<file path="src/rtl/rocc_acc_bridge_pkg.sv">
// Shared types and sizes for the RoCC accelerator bridge.
// Optional feature macro ROCC_TIMEOUT_EN is consumed by rocc_tag_table and rocc_acc_bridge.
package rocc_acc_bridge_pkg;

    localparam int NR_OUTSTANDING_DEFAULT = 2;
    localparam int ROCC_TAG_BITS          = $clog2(NR_OUTSTANDING_DEFAULT);
    localparam int TRANS_ID_BITS          = 3;

    localparam logic [63:0] TIMEOUT_RESULT = 64'hFFFF_FFFF_FFFF_FFFF;

    typedef struct packed {
        logic [63:0]              operand_a;
        logic [63:0]              operand_b;
        logic [TRANS_ID_BITS-1:0] trans_id;
    } fu_data_t;

    typedef struct packed {
        logic [31:0]              instr;
        logic [63:0]              rs1;
        logic [63:0]              rs2;
        logic [ROCC_TAG_BITS-1:0] tag;
    } rocc_cmd_t;

    typedef struct packed {
        logic [63:0]              data;
        logic [ROCC_TAG_BITS-1:0] tag;
    } rocc_resp_t;

endpackage

</file>
<file path="src/rtl/rocc_acc_bridge_tag_table.sv">
// Tag table mapping accelerator tags to scoreboard trans_ids, plus its response checker.
// With ROCC_TIMEOUT_EN defined, each live entry also carries a watchdog counter.
module rocc_tag_table
    import rocc_acc_bridge_pkg::*;
#(
    parameter int NR_OUTSTANDING = NR_OUTSTANDING_DEFAULT,
    parameter int TIMEOUT_CYCLES = 1024
) (
    input  logic                     clk,
    input  logic                     rst,
    input  logic                     alloc,
    input  logic [TRANS_ID_BITS-1:0] alloc_trans_id,
    output logic                     free_exists,
    output logic [ROCC_TAG_BITS-1:0] alloc_tag,
    input  logic                     discard,
    input  logic [ROCC_TAG_BITS-1:0] discard_tag,
    input  logic                     flush,
    input  logic                     resp,
    input  logic [ROCC_TAG_BITS-1:0] resp_tag,
    output logic                     resp_hit,
    output logic [TRANS_ID_BITS-1:0] resp_trans_id
`ifdef ROCC_TIMEOUT_EN
    ,
    output logic                     expire,
    output logic [ROCC_TAG_BITS-1:0] expire_tag,
    output logic [TRANS_ID_BITS-1:0] expire_trans_id,
    input  logic                     expire_ack
`endif
);

    if (NR_OUTSTANDING < 2 || NR_OUTSTANDING > (1 << ROCC_TAG_BITS) ||
        (NR_OUTSTANDING & (NR_OUTSTANDING - 1)) != 0 || TIMEOUT_CYCLES < 2) begin : g_param_check
        $error("rocc_tag_table: unsupported NR_OUTSTANDING or TIMEOUT_CYCLES");
    end

    logic [NR_OUTSTANDING-1:0] valid;
    logic [NR_OUTSTANDING-1:0] flushed;
    logic [NR_OUTSTANDING-1:0] mark;
    logic [TRANS_ID_BITS-1:0]  trans_id [NR_OUTSTANDING];

    // Lowest free index wins allocation; lookup of the responding tag.
    always_comb begin
        free_exists   = 1'b0;
        alloc_tag     = '0;
        resp_hit      = 1'b0;
        resp_trans_id = '0;
        for (int i = NR_OUTSTANDING - 1; i >= 0; i--) begin
            free_exists   = free_exists | ~valid[i];
            alloc_tag     = valid[i] ? alloc_tag : ROCC_TAG_BITS'(i);
            resp_hit      = resp_hit | (resp & valid[i] & ~flushed[i] & (resp_tag == ROCC_TAG_BITS'(i)));
            resp_trans_id = (valid[i] && resp_tag == ROCC_TAG_BITS'(i)) ? trans_id[i] : resp_trans_id;
        end
    end

    // Entries to be marked flushed this cycle (pipeline flush or acknowledged timeout).
    always_comb begin
        mark = '0;
        for (int i = 0; i < NR_OUTSTANDING; i++) begin
`ifdef ROCC_TIMEOUT_EN
            mark[i] = flush | (expire_ack & (expire_tag == ROCC_TAG_BITS'(i)));
`else
            mark[i] = flush;
`endif
        end
    end

    // Entry state: freeing (discard or response) beats flush marking.
    always_ff @(posedge clk or posedge rst) begin
        if (rst) begin
            valid   <= '0;
            flushed <= '0;
            for (int i = 0; i < NR_OUTSTANDING; i++) begin
                trans_id[i] <= '0;
            end
        end else begin
            for (int i = 0; i < NR_OUTSTANDING; i++) begin
                if (alloc && alloc_tag == ROCC_TAG_BITS'(i)) begin
                    valid[i]    <= 1'b1;
                    flushed[i]  <= 1'b0;
                    trans_id[i] <= alloc_trans_id;
                end else if ((discard && discard_tag == ROCC_TAG_BITS'(i)) ||
                             (resp && resp_tag == ROCC_TAG_BITS'(i))) begin
                    valid[i]   <= 1'b0;
                    flushed[i] <= 1'b0;
                end else if (valid[i] && mark[i]) begin
                    flushed[i] <= 1'b1;
                end else begin
                    flushed[i] <= flushed[i];
                end
            end
        end
    end

`ifdef ROCC_TIMEOUT_EN
    // The write-back is registered, so expiry is raised one cycle early to land
    // the pulse TIMEOUT_CYCLES after the issue handshake.
    localparam logic [31:0] EXPIRE_AT = 32'(TIMEOUT_CYCLES - 2);

    logic [31:0] age [NR_OUTSTANDING];

    // Per-entry age counters, saturating at the expiry threshold.
    always_ff @(posedge clk or posedge rst) begin
        if (rst) begin
            for (int i = 0; i < NR_OUTSTANDING; i++) begin
                age[i] <= 32'd0;
            end
        end else begin
            for (int i = 0; i < NR_OUTSTANDING; i++) begin
                if (alloc && alloc_tag == ROCC_TAG_BITS'(i)) begin
                    age[i] <= 32'd0;
                end else if (valid[i] && !flushed[i] && age[i] < EXPIRE_AT) begin
                    age[i] <= age[i] + 32'd1;
                end else begin
                    age[i] <= age[i];
                end
            end
        end
    end

    // Lowest expired live entry requests a timeout write-back until acknowledged.
    always_comb begin
        expire          = 1'b0;
        expire_tag      = '0;
        expire_trans_id = '0;
        for (int i = NR_OUTSTANDING - 1; i >= 0; i--) begin
            if (valid[i] && !flushed[i] && age[i] >= EXPIRE_AT) begin
                expire          = 1'b1;
                expire_tag      = ROCC_TAG_BITS'(i);
                expire_trans_id = trans_id[i];
            end else begin
                expire = expire;
            end
        end
    end
`endif

    rocc_tag_table_chk #(.NR_OUTSTANDING(NR_OUTSTANDING)) u_chk (
        .clk      (clk),
        .rst      (rst),
        .resp     (resp),
        .resp_tag (resp_tag),
        .valid    (valid)
    );

endmodule

// Simulation checker: a response must name a currently allocated tag.
module rocc_tag_table_chk
    import rocc_acc_bridge_pkg::*;
#(
    parameter int NR_OUTSTANDING = NR_OUTSTANDING_DEFAULT
) (
    input logic                      clk,
    input logic                      rst,
    input logic                      resp,
    input logic [ROCC_TAG_BITS-1:0]  resp_tag,
    input logic [NR_OUTSTANDING-1:0] valid
);

    logic tag_known;

    // Whether the responding tag maps to a live entry.
    always_comb begin
        tag_known = 1'b0;
        for (int i = 0; i < NR_OUTSTANDING; i++) begin
            tag_known = tag_known | (valid[i] & (resp_tag == ROCC_TAG_BITS'(i)));
        end
    end

    assert property (@(posedge clk) disable iff (rst) resp |-> tag_known)
        else $error("rocc_tag_table: response for unallocated tag %0d", resp_tag);

endmodule

</file>
<file path="src/rtl/rocc_acc_bridge.sv">
// Execute-stage bridge between the RoCC issue port and a tagged valid/ready accelerator.
// Define ROCC_TIMEOUT_EN to enable per-command watchdog write-backs.
module rocc_acc_bridge
    import rocc_acc_bridge_pkg::*;
#(
    parameter int NR_OUTSTANDING = NR_OUTSTANDING_DEFAULT,
    parameter int TIMEOUT_CYCLES = 1024
) (
    input  logic                     clk_i,
    input  logic                     rst_i,
    input  logic                     flush_i,
    input  logic                     rocc_valid_i,
    output logic                     rocc_ready_o,
    input  fu_data_t                 fu_data_i,
    input  logic [31:0]              rocc_instr_i,
    output logic                     rocc_valid_o,
    output logic [TRANS_ID_BITS-1:0] rocc_trans_id_o,
    output logic [63:0]              rocc_result_o,
    output logic                     acc_cmd_valid_o,
    input  logic                     acc_cmd_ready_i,
    output rocc_cmd_t                acc_cmd_o,
    input  logic                     acc_resp_valid_i,
    output logic                     acc_resp_ready_o,
    input  rocc_resp_t               acc_resp_i
);

    logic                     cmd_valid;
    rocc_cmd_t                cmd;
    logic                     resp_ready;
    logic                     wb_valid;
    logic [TRANS_ID_BITS-1:0] wb_trans_id;
    logic [63:0]              wb_result;
    logic                     free_exists;
    logic [ROCC_TAG_BITS-1:0] alloc_tag;
    logic                     resp_hit;
    logic [TRANS_ID_BITS-1:0] resp_trans_id;

    logic issue;
    logic handoff;
    logic discard;
    logic resp_fire;

    // The register is empty-gated, so a handoff and a new issue never share a cycle.
    assign rocc_ready_o = ~rst_i & ~cmd_valid & free_exists & ~flush_i;
    assign issue        = rocc_valid_i & rocc_ready_o;
    assign handoff      = cmd_valid & acc_cmd_ready_i;
    assign discard      = flush_i & cmd_valid & ~acc_cmd_ready_i;
    assign resp_fire    = acc_resp_valid_i & resp_ready;

`ifdef ROCC_TIMEOUT_EN
    logic                     expire;
    logic [ROCC_TAG_BITS-1:0] expire_tag;
    logic [TRANS_ID_BITS-1:0] expire_trans_id;
    logic                     expire_ack;

    assign expire_ack = expire & ~resp_hit;
`endif

    rocc_tag_table #(
        .NR_OUTSTANDING (NR_OUTSTANDING),
        .TIMEOUT_CYCLES (TIMEOUT_CYCLES)
    ) u_tag_table (
        .clk             (clk_i),
        .rst             (rst_i),
        .alloc           (issue),
        .alloc_trans_id  (fu_data_i.trans_id),
        .free_exists     (free_exists),
        .alloc_tag       (alloc_tag),
        .discard         (discard),
        .discard_tag     (cmd.tag),
        .flush           (flush_i),
        .resp            (resp_fire),
        .resp_tag        (acc_resp_i.tag),
        .resp_hit        (resp_hit),
        .resp_trans_id   (resp_trans_id)
`ifdef ROCC_TIMEOUT_EN
        ,
        .expire          (expire),
        .expire_tag      (expire_tag),
        .expire_trans_id (expire_trans_id),
        .expire_ack      (expire_ack)
`endif
    );

    // Single-entry command register toward the accelerator.
    always_ff @(posedge clk_i or posedge rst_i) begin
        if (rst_i) begin
            cmd_valid <= 1'b0;
            cmd       <= '0;
        end else if (issue) begin
            cmd_valid <= 1'b1;
            cmd.instr <= rocc_instr_i;
            cmd.rs1   <= fu_data_i.operand_a;
            cmd.rs2   <= fu_data_i.operand_b;
            cmd.tag   <= alloc_tag;
        end else if (handoff || discard) begin
            cmd_valid <= 1'b0;
        end else begin
            cmd_valid <= cmd_valid;
        end
    end

    // Response ready comes up on the first edge after reset and stays there.
    always_ff @(posedge clk_i or posedge rst_i) begin
        if (rst_i) begin
            resp_ready <= 1'b0;
        end else begin
            resp_ready <= 1'b1;
        end
    end

    // Write-back register: a live response beats a pending timeout.
    always_ff @(posedge clk_i or posedge rst_i) begin
        if (rst_i) begin
            wb_valid    <= 1'b0;
            wb_trans_id <= '0;
            wb_result   <= 64'd0;
        end else if (resp_hit) begin
            wb_valid    <= 1'b1;
            wb_trans_id <= resp_trans_id;
            wb_result   <= acc_resp_i.data;
`ifdef ROCC_TIMEOUT_EN
        end else if (expire) begin
            wb_valid    <= 1'b1;
            wb_trans_id <= expire_trans_id;
            wb_result   <= TIMEOUT_RESULT;
`endif
        end else begin
            wb_valid    <= 1'b0;
        end
    end

    assign acc_cmd_valid_o  = cmd_valid;
    assign acc_cmd_o        = cmd;
    assign acc_resp_ready_o = resp_ready;
    assign rocc_valid_o     = wb_valid;
    assign rocc_trans_id_o  = wb_trans_id;
    assign rocc_result_o    = wb_result;

endmodule

</file>
<file path="config.mk">
export PLATFORM = sky130hd
export DESIGN_NAME = rocc_acc_bridge
export DESIGN_NICKNAME = d
export VERILOG_FILES = /design/src/rtl/rocc_acc_bridge_pkg.sv /design/src/rtl/rocc_acc_bridge_tag_table.sv /design/src/rtl/rocc_acc_bridge.sv
export SDC_FILE = /design/constraint.sdc
export NUM_CORES = 1
export LEC_CHECK = 0
export ABC_AREA = 1
export ABC_CLOCK_PERIOD_IN_PS = 9270
export BUFFER_PORTS_ARGS = -buffer_cell sky130_fd_sc_hd__buf_2
export CAP_MARGIN = 20
export CORE_AREA = 3 3 180 182
export DETAILED_ROUTE_END_ITERATION = 16
export DIE_AREA = 0 0 183 185
export GPL_ROUTABILITY_DRIVEN = 1
export PLACE_DENSITY_LB_ADDON = 0.2
export SLEW_MARGIN = 20
export SYNTH_ARGS = -nofsm -noshare
export SYNTH_HDL_FRONTEND = slang
export SYNTH_HIERARCHICAL = 1
export SYNTH_SLANG_ARGS = --single-unit
</file>
<file path="constraint.sdc">
create_clock -name clk_i -period 9.27 [get_ports clk_i]
set_input_delay 1.854 -clock clk_i [delete_from_list [all_inputs] [get_ports clk_i]]
set_output_delay 1.854 -clock clk_i [all_outputs]
set_load 0.01 [all_outputs]
</file>
==> metrics, run 1 <==
status=finished, final reports clean; worst setup margin=3.846 ns; max-cap violations=0; DP Wirelength=around 22000 um; Netlist cell types=19; deepest clock path buffer count=3; GP Congestion=0.7827; share of cells above drive strength 1=42.85%; synthesized instance count=943; Die Wd=183 um; Core Box Area=0.03075 mm2; total grt overflow=0; Post-synth EDFFs=0; area of the multi-input gates=approximately 0.0033 mm2; reg2reg end=acc_cmd_o[115]; # setup viols final=0; Root Driver=clkbuf_16; WL per Instance=17.61 um; Worst Hold Class=flop to flop; Worst Path Max Fanout=64; pin count of the biggest net entering global routing=97; Critical Path Source Type=primary input; Reg2Reg Launch Point=u_tag_table/valid[0]; PwrDens=282.6 mW/mm2; CTS resizes=0; Most Crowded Layer GR=met2; Crit path arrival time=3.57 ns; IO Pins=466; most numerous cell in the Yosys netlist=nand2_1; fraction of registers with async set/reset=100.0%; critical path data required time=7.42 ns; total number of vias=around 8500; Worst-Skew Late Latency=around 0.54 ns; Max Clk Rate=184.4 MHz; total CTS buffers=28; Cells after DPL=1735; non-filler cells, final=1793; Synthesis Warnings=6; Worst Setup SP=rst_i; Starting DRT DRC Count=402; sequential cell area=0.006031 mm2; max-slew violation count=0; fin crit share=58.51%; vias in the first global route=8557; Hold Vio Cnt, Final=0; Final Util=43.03%; Post-CTS Hold Fix Bufs=0; Post-CTS Setup Inserts=0; Netlist Area Pre-Place=0.009691 mm2; top post-synthesis cells by area=dfrtp_1 (62%), nand2_1 (14%), nand4_1 (10%), mux2_2 (7.8%), buf_2 (1.7%); Peak VDD IR=119.9 uV; Syn Area/Cell=10.28 um2; H-tree Lvls=1; Die Y=around 190 um; dpl ws=3.856 ns; R2R cell count=8; CTS Sinks=241; fin nets=1603; Total GRT Usage=17.66%; drt first pass iters=4; Area Overhead vs Synth=36.53%; Primary FF master, synth=dfrtp_1; met3 usage=5.911%; Final min period=between 5 and 6 ns; port bufs=465; post-route ant nets=0; Global Route met1 Usage=between 20% and 30%; CP endpoint=rocc_ready_o; crit path kind=primary input to output pin; post-route cell area=roughly 0.013 mm2; Slew headroom=34.74%; antenna violations before repair=5; via density per instance=around 4.7; static leakage=7.300 nW; # DRC=0; die area=0.03386 mm2; first-pass GRT wire length=around 48000 um; met2 Usage GRT=roughly 30%; CTS tree=done; worst-margin pin slew=around 0.98 ns; CTS clk-pin slew, worst paths=0.06 ns; cell taking the most area after synthesis=dfrtp_1; Register-to-Register Setup Slack=5.80 ns; Worst setup EP type=output pin; DP Area=0.01227 mm2; Filler Cell Count=3107; Net Count, Synth=1177; Yosys reg bits=241; final wirelength=31570 um; site row count=64; RSZ-0062 raised after global routing=false; Synth top area share=62.23%; Initial Utilization=31.51%; setup TNS=0 ns; register area share after synthesis=62.23%; most frequent cells after synthesis=nand2_1 (352), dfrtp_1 (241), nand4_1 (162); final worst clock skew=0.01161 ns
==> worst min-delay path by stage <==
stage                                       start                      end  slack (ns)  cells past startpoint
after floorplan           u_tag_table/trans_id[3]  u_tag_table/trans_id[3]        0.44                      2
after global placement              acc_cmd_o[39]            acc_cmd_o[39]        0.45                      2
after detailed placement           acc_cmd_o[154]           acc_cmd_o[154]        0.45                      2
after CTS                           acc_cmd_o[25]            acc_cmd_o[25]        0.47                      2
after global routing               acc_cmd_o[147]           acc_cmd_o[147]        0.48                      2
final                              acc_cmd_o[147]           acc_cmd_o[147]        0.46                      2
==> registers in the layout, indices dropped and copies added (netlist names) <==
name	flops
acc_resp_ready_o	1
u_tag_table/trans_id	6
rocc_trans_id_o	3
rocc_result_o	64
u_tag_table/valid	2
acc_cmd_o	161
acc_cmd_valid_o	1
u_tag_table/flushed	2
rocc_valid_o	1
==> final cells by class <==
type	count	share of cell area, %
Antenna cell	6	0.1135
Clock buffer	41	6.280
Clock inverter	11	0.8511
Inverter	16	0.5107
Multi-Input combinational cell	608	24.80
Sequential cell	241	45.58
Tap cell	396	3.745
Timing Repair Buffer	474	18.12
==> through the flow <==
step / total power, mW / hold WS [ns]
finish: 3.738 / 0.4625
global route: 3.982 / 0.4773
CTS: 3.804 / 0.4675
detailed placement: 2.663 / 0.4529
global placement: 2.641 / 0.4495
floorplan: 2.137 / 0.4425
==> where the power goes <==
part	switching, mW	total, mW	internal (mW)
clock	0.442	1.12	0.675
sequential	0.175	1.57	1.39
combinational	0.593	1.05	0.459
total	1.21	3.74	2.53
==> metal layers <==
metal / wire [um] / up-vias
li1: - / 4061
met5: 27 / -
met1: 12530 / 4037
met3: 2891 / 52
met2: 15240 / 351
met4: 884 / 4
==> critical path: stages <==
cell and delay (ns):
buf_2 0.15, nor2_4 0.52, buf_4 0.67, nand2_1 0.11
inv_1 0.08, buf_2 0.12
==> layout by cell type, fill, tap and decap left out, drive strengths merged <==
cell type  count
clkinv         6
mux2          67
inv           16
buf          474
conb           1
nand4        162
bufinv         2
clkbuf        41
diode          6
dfrtp        241
o21ai          6
nor2           5
nand2        354
clkinvlp       3
nand3         13
==> kinds of logic after synthesis <==
family	count (synthesis)	synth area share (%)
compound gates	6	0.3098
flops	241	62.23
mux	67	7.786
buf+inv	94	4.209
other cells	1	0.03870
simple gates	534	25.42
No activity file was read; power rests on OpenSTA's default activity.
==> run 2: changes to the inputs <==
ABC_CLOCK_PERIOD_IN_PS = 5410   (was 9270)
clock period = 5.41 ns   (was 9.27 ns; I/O delays follow)
==> run 2 against run 1 <==
  * The flow now finishes with violations (DRC)
  * Setup slack worse by 1.9 ns
  * Utilization about the same
  * Sequential power up 71%
  * Worst hold slack about the same
  * Cell count down 0.17%
  * Total power up 71%
  * Die area unchanged
  * Critical path depth unchanged
  * Non-clock buffer count up 1
  * Via count down 0.25%
  * First-iteration DRC count up 12%
  * Critical path type unchanged
  * Routed wire length down 1.2%
==> metrics, run 2 (synthesized netlist as in run 1, its figures left out) <==
fin crit share=63.33%; max reg flops=161 (unchanged); Slew headroom=30.23% (was 34.74%); static leakage=7.300 nW (about the same); max-slew violation count=0 (unchanged); IO Pins=466 (unchanged); Post-CTS Setup Inserts=0 (unchanged); Total GRT Usage=17.51% (was 17.66%); commonest cells after routing, fill and taps aside=buf_2 (464), nand2_1 (352), dfrtp_1 (241), nand4_1 (162), mux2_2 (67) (unchanged); most common cell after layout, fill and taps aside=buf_2 (unchanged); pin count of the biggest net entering global routing=129 (was 97); Register-to-Register Setup Slack=2.72 ns (was 5.80 ns); DP Area=0.01230 mm2 (was 0.01227 mm2); crit path kind=primary input to output pin (unchanged); drt first pass iters=12 (was 4); total grt overflow=0 (unchanged); Core Box Area=0.03075 mm2 (unchanged); die area=0.03386 mm2 (unchanged); antenna violations before repair=6 (was 5); H-tree Lvls=1 (unchanged); Area Overhead vs Synth=36.57% (was 36.53%); first-pass GRT wire length=47800 um (was 48320 um); total number of vias=8484 (was 8505); Worst-Skew Late Latency=0.54 ns (about the same); # DRC=2 (was 0); vias in the first global route=8407 (was 8557); critical path data required time=4.33 ns (was 7.42 ns); dpl ws=1.931 ns (was 3.856 ns); CTS clk-pin slew, worst paths=0.06 ns (about the same); site row count=64 (unchanged); final worst clock skew=0.01246 ns (was 0.01161 ns); GP Congestion=0.7827 (unchanged); crit path cell chain=buf_2 > nor2_4 > buf_4 > nand2_1 > inv_1 > buf_2 (unchanged); Hold Slack=0.4626 ns (was 0.4625 ns); via density per instance=4.740 (was 4.743); max-cap violations=0 (unchanged); Critical Path Source Type=primary input (unchanged); post-route ant nets=0 (unchanged); Top delay family on crit path=buffers and inverters (unchanged); Hold Vio Cnt, Final=0 (unchanged); port bufs=465 (unchanged); violated checks=DRC; post-route cell area=0.01323 mm2 (about the same); Critical Path Max Stage Delay=0.63 ns (was 0.67 ns); Design Power=6.380 mW (was 3.738 mW); most used cell, CP=buf_2 (unchanged); total CTS buffers=28 (unchanged); Starting DRT DRC Count=450 (was 402); status=finished with violations (was finished, final reports clean); PwrDens=482.1 mW/mm2 (was 282.6 mW/mm2); CTS tree=done (unchanged); CP max stage cell=buf_4 (unchanged); Die Y=185 um (unchanged); Root Driver=clkbuf_16 (unchanged); Die Wd=183 um (unchanged); deepest clock path buffer count=3 (unchanged); final wirelength=31200 um (was 31570 um); WP buf/inv=4 (unchanged); DP Wirelength=21410 um (was 21690 um); worst setup margin=1.984 ns (was 3.846 ns); Worst setup EP type=output pin (unchanged); share of cells above drive strength 1=42.52% (was 42.85%); # setup viols final=0 (unchanged); CTS Sinks=241 (unchanged); Post-CTS Hold Fix Bufs=0 (unchanged); RSZ-0062 raised after global routing=false (unchanged); Peak VDD IR=239.7 uV (was 119.9 uV); Initial Utilization=31.51% (unchanged); WL per Instance=17.43 um (was 17.61 um); Max Clk Rate=291.9 MHz; fin nets=1604 (was 1603); Worst Hold Class=flop to flop (unchanged); worst-margin pin slew=1.047 ns (was 0.9789 ns); CTS resizes=0 (unchanged); Crit path arrival time=2.34 ns (was 3.57 ns); setup TNS=0 ns (unchanged); Final min period=roughly 3.4 ns; Worst Path Max Fanout=72 (was 64)
[run 2: cell count changes in the layout (fill, tap and decap cells not counted), moves of 2 or more]
cell        change
clkbuf_1        +4
clkinv_2        -4
buf_12          +2
buf_4           -2
clkinvlp_4      -2
diode_2         -2
[run 2: path summary, 6_finish.rpt]
kind	startpoint	endpoint	depth (start not counted)
min reg2reg	acc_cmd_o[136]	acc_cmd_o[136]	2
max	flush_i	rocc_ready_o	6
max reg2reg	u_tag_table/valid[0]	rocc_result_o[45]	4
max in group asynchronous	rst_i	rocc_result_o[63]	3
min	acc_cmd_o[136]	acc_cmd_o[136]	2
min in group asynchronous	rst_i	u_tag_table/trans_id[0]	2
[run 2: final cells by class]
class                   count  area (um2)
repair buffers            475        2434
flip-flops and latches    241        6031
clock inverters             6       87.58
well taps                 396       495.5
inverters                  16       63.81
diodes                      4       10.01
clock buffers              44       832.0
multi-input cells         608        3281
fillers                  3108       17520
[run 2: tightest hold or removal path: stages (launching register included)]
cell and delay [ns]:
dfrtp_1 0.34, nand2_1 0.05, nand2_1 0.04
[run 2: per-stage QoR]
stage | instances | util, %
6_report | 1790 | 43.04
5_1_grt | 1790 | 43.04
4_1_cts | 1786 | 42.99
3_5_place_dp | 1736 | 40.00
3_3_place_gp | 1736 | 40.00
2_1_floorplan | 943 | -
[run 2: where the power goes]
part	total (mW)	leakage, nW	internal [mW]	switching, mW
Combinational	1.81	3.85	0.790	1.02
Sequential	2.69	3.00	2.39	0.303
Clock	1.88	0.450	1.15	0.736
[run 2: per-layer routing]
layer  track usage, %  vias up  part of all wire (%)  routed length [um]
li1                 -     4063                     -                   -
met1            21.39     4021                    39               12240
met2            30.29      355                    49               15300
met3            5.636       41                   9.6                2997
met4            4.174        4                   2.0                 631
met5                0        -                 0.087                  27
==> run 3: changes to the inputs <==
ABC_AREA = 0   (was 1)
ABC_CLOCK_PERIOD_IN_PS = 3400   (was 5410)
CORE_AREA = 3 3 182 184   (was 3 3 180 182)
DIE_AREA = 0 0 185 187   (was 0 0 183 185)
clock period = 3.4 ns   (was 5.41 ns; I/O delays follow)
==> run 3 against run 2 <==
  * Global-route usage fell by 3.8 points
  * Combinational power rose by 75%
  * Sequential share of layout area rose by 0.56 points
  * Highest routed layer unchanged
  * The flow now finishes without violations
  * Cell count fell by 20%
  * Sequential power rose by 64%
  * Clock-buffer cell count rose by 2
  * Die area rose by 2.2%
  * Sequential cell count did not move
  * Critical path depth fell by 3
==> metrics, run 3 <==
status=finished, final reports clean (was finished with violations); Synth Area in XOR/XNOR=0% (unchanged); Worst setup EP type=output pin (unchanged); port bufs=465 (unchanged); IO Pins=466 (unchanged); Core Box Area=0.03156 mm2 (was 0.03075 mm2); Design Power=10.58 mW (was 6.380 mW); largest family of logic cells by synthesized area=multiplexers (was simple AND/OR/NAND/NOR gates); Die Y=187 um (was 185 um); register area share after synthesis=64.08% (was 62.23%); multiplexer area fraction after synthesis=30.79% (was 7.786%); total grt overflow=0 (unchanged); cell taking the most area after synthesis=dfrtp_1 (unchanged); Peak VDD IR=411.6 uV (was 239.7 uV); critical path data required time=2.72 ns (was 4.33 ns); Root Driver=clkbuf_16 (unchanged); worst setup margin=1.119 ns (was 1.984 ns); Die Wd=185 um (was 183 um); crit path kind=flop to output pin (was primary input to output pin); final wirelength=25050 um (was 31200 um); site row count=65 (was 64); post-synthesis compound-gate area fraction=0.7977% (was 0.3099%); Reg2Reg Launch Point=u_tag_table/valid[1] (was u_tag_table/valid[0]); RSZ-0062 raised after global routing=false (unchanged); WL per Instance=17.40 um (was 17.43 um); most common cell after layout, fill and taps aside=buf_2 (unchanged); fin nets=1251 (was 1604); Hold Vio Cnt, Final=0 (unchanged); reg2reg end=acc_cmd_o[110] (was rocc_result_o[45]); simple-gate share of the synthesized area=1.077% (was 25.42%); CTS clk-pin slew, worst paths=0.06 ns (about the same); share of cells above drive strength 1=72.93% (was 42.52%); R2R cell count=5 (was 4); # DRC=0 (was 2); first-pass GRT wire length=38010 um (was 47800 um); final worst clock skew=0.01299 ns (was 0.01246 ns); Slew headroom=53.26% (was 30.23%); fin crit share=67.08%; Primary FF master, synth=dfrtp_1 (unchanged); Post-synth EDFFs=0 (unchanged); commonest cells after routing, fill and taps aside=buf_2 (465), dfrtp_1 (241), mux2_2 (164), mux2_4 (70), clkbuf_16 (29) (was buf_2 (464), nand2_1 (352), dfrtp_1 (241), nand4_1 (162), mux2_2 (67)); Register-to-Register Setup Slack=1.20 ns (was 2.72 ns); DP Wirelength=18370 um (was 21410 um); deepest clock path buffer count=3 (unchanged); vias in the first global route=6633 (was 8407); Post-Synth Adder-Cell Area=0% (unchanged); ANT cells=0 (was 4); Post-CTS Hold Fix Bufs=0 (unchanged); Worst Setup SP=u_tag_table/valid[1] (was flush_i); fraction of registers with async set/reset=100.0% (unchanged); antenna violations before repair=1 (was 6); GP Congestion=0.7563 (was 0.7827); Max Clk Rate=438.5 MHz; Total GRT Usage=13.67% (was 17.51%); CP endpoint=rocc_ready_o (unchanged); Worst Hold Class=primary input to async pin (was flop to flop); Netlist cell types=27 (was 19); static leakage=6.509 nW (was 7.300 nW); pin count of the biggest net entering global routing=122 (was 129); Final Util=41.43% (was 43.04%); Netlist Area Pre-Place=0.009412 mm2 (was 0.009691 mm2); Worst-Skew Late Latency=0.53 ns (was 0.54 ns); CTS Sinks=241 (unchanged); Yosys reg bits=241 (unchanged); Critical Path Source Type=flop (was primary input); via density per instance=4.354 (was 4.740); dpl ws=0.9413 ns (was 1.931 ns); max-cap violations=0 (unchanged); synthesized instance count=538 (was 943); max-slew violation count=0 (unchanged); total number of vias=6270 (was 8484); PwrDens=809.3 mW/mm2 (was 482.1 mW/mm2); top post-synthesis cells by area=dfrtp_1 (64%), mux2_2 (20%), mux2_4 (11%), buf_12 (1.7%), buf_4 (0.80%) (was dfrtp_1 (62%), nand2_1 (14%), nand4_1 (10%), mux2_2 (7.8%), buf_2 (1.7%)); most numerous cell in the Yosys netlist=dfrtp_1 (was nand2_1); post-route ant nets=0 (unchanged); Initial Utilization=29.83% (was 31.51%); drt first pass iters=4 (was 12); # setup viols final=0 (unchanged); max reg flops=161 (unchanged); Post-CTS Setup Inserts=0 (unchanged); Worst Path Max Fanout=10 (was 72); most frequent cells after synthesis=dfrtp_1 (241), mux2_2 (164), mux2_4 (70) (was nand2_1 (352), dfrtp_1 (241), nand4_1 (162)); Filler Cell Count=3059 (was 3108); Syn Area/Cell=17.49 um2 (was 10.28 um2); CTS tree=done (unchanged); die area=0.03460 mm2 (was 0.03386 mm2); total CTS buffers=29 (was 28); Area Overhead vs Synth=38.91% (was 36.57%); CTS resizes=0 (unchanged); Net Count, Synth=772 (was 1177); H-tree Lvls=1 (unchanged); Crit path arrival time=1.60 ns (was 2.34 ns); worst-margin pin slew=0.7011 ns (was 1.047 ns); Starting DRT DRC Count=171 (was 450); Synth top area share=64.08% (was 62.23%); Synthesis Warnings=6 (unchanged); Final min period=~2.3 ns
## run 3: cell count changes after synthesis, moves of 9 or more
cell      change
mux2_2       +97
nand2_1     -347
nand4_1     -162
nand3_1      -11
buf_4        +10
inv_1         -9
mux2_4       +70
buf_2        -29
clkbuf_1     -33
## run 3: power breakdown
| part | total, mW | switching, mW | internal, mW | leakage, nW |
|---|---|---|---|---|
| Combinational | 3.16 | 1.44 | 1.72 | 3.16 |
| Clock | 3.00 | 1.18 | 1.82 | 0.460 |
| Sequential | 4.42 | 0.515 | 3.91 | 2.89 |
## run 3: cell type report
class,instances,area [um2],share of cell area (%)
Sequential cell,241,6031,46.13
Tap cell,402,503.0,3.847
Multi-Input combinational cell,264,3092,23.65
Inverter,6,26.28,0.2010
Timing Repair Buffer,475,2490,19.04
Clock inverter,6,62.56,0.4785
Clock buffer,46,869.6,6.651
## run 3: logic make-up (layout without fill, tap and decap cells)
kind of cell | after synthesis | count (layout)
other | 1 | 1
AND/OR/NAND/NOR | 18 | 18
AO/OA/AOI/OAI | 11 | 11
multiplexers | 234 | 234
flip-flops | 241 | 241
buffers and inverters | 33 | 533
## run 3: layer usage
metal,vias up,wire (um),GRT usage [%]
met5,-,13,0
met4,2,609,3.319
met3,37,2558,4.998
met2,306,12200,23.49
met1,3065,9672,16.23
li1,2860,-,-
## run 3: worst min-delay path by stage
stage	slack, ns	to	start
global route	0.18	u_tag_table/trans_id[5]	rst_i
detailed placement	0.49	acc_cmd_o[66]	acc_cmd_o[66]
CTS	0.13	u_tag_table/trans_id[5]	rst_i
finish	0.18	u_tag_table/trans_id[5]	rst_i
floorplan	0.47	u_tag_table/flushed[1]	u_tag_table/flushed[1]
global placement	0.48	u_tag_table/flushed[1]	u_tag_table/flushed[1]
## run 3: through the flow
step | instance area, um2 | setup TNS, ns | instances | hold WS (ns)
global placement | 12140 | 0 | 1388 | 0.4843
detailed placement | 12140 | 0 | 1388 | 0.4881
floorplan | 9415 | -69.75 | 538 | 0.4685
finish | 13070 | 0 | 1440 | 0.1760
CTS | 13070 | 0 | 1440 | 0.1344
global route | 13070 | 0 | 1440 | 0.1848
## run 3: critical path, cell delays in order (launching register included)
cell,delay [ns]
dfrtp_1,0.51
nand2_1,0.13
nor4b_2,0.24
buf_2,0.19
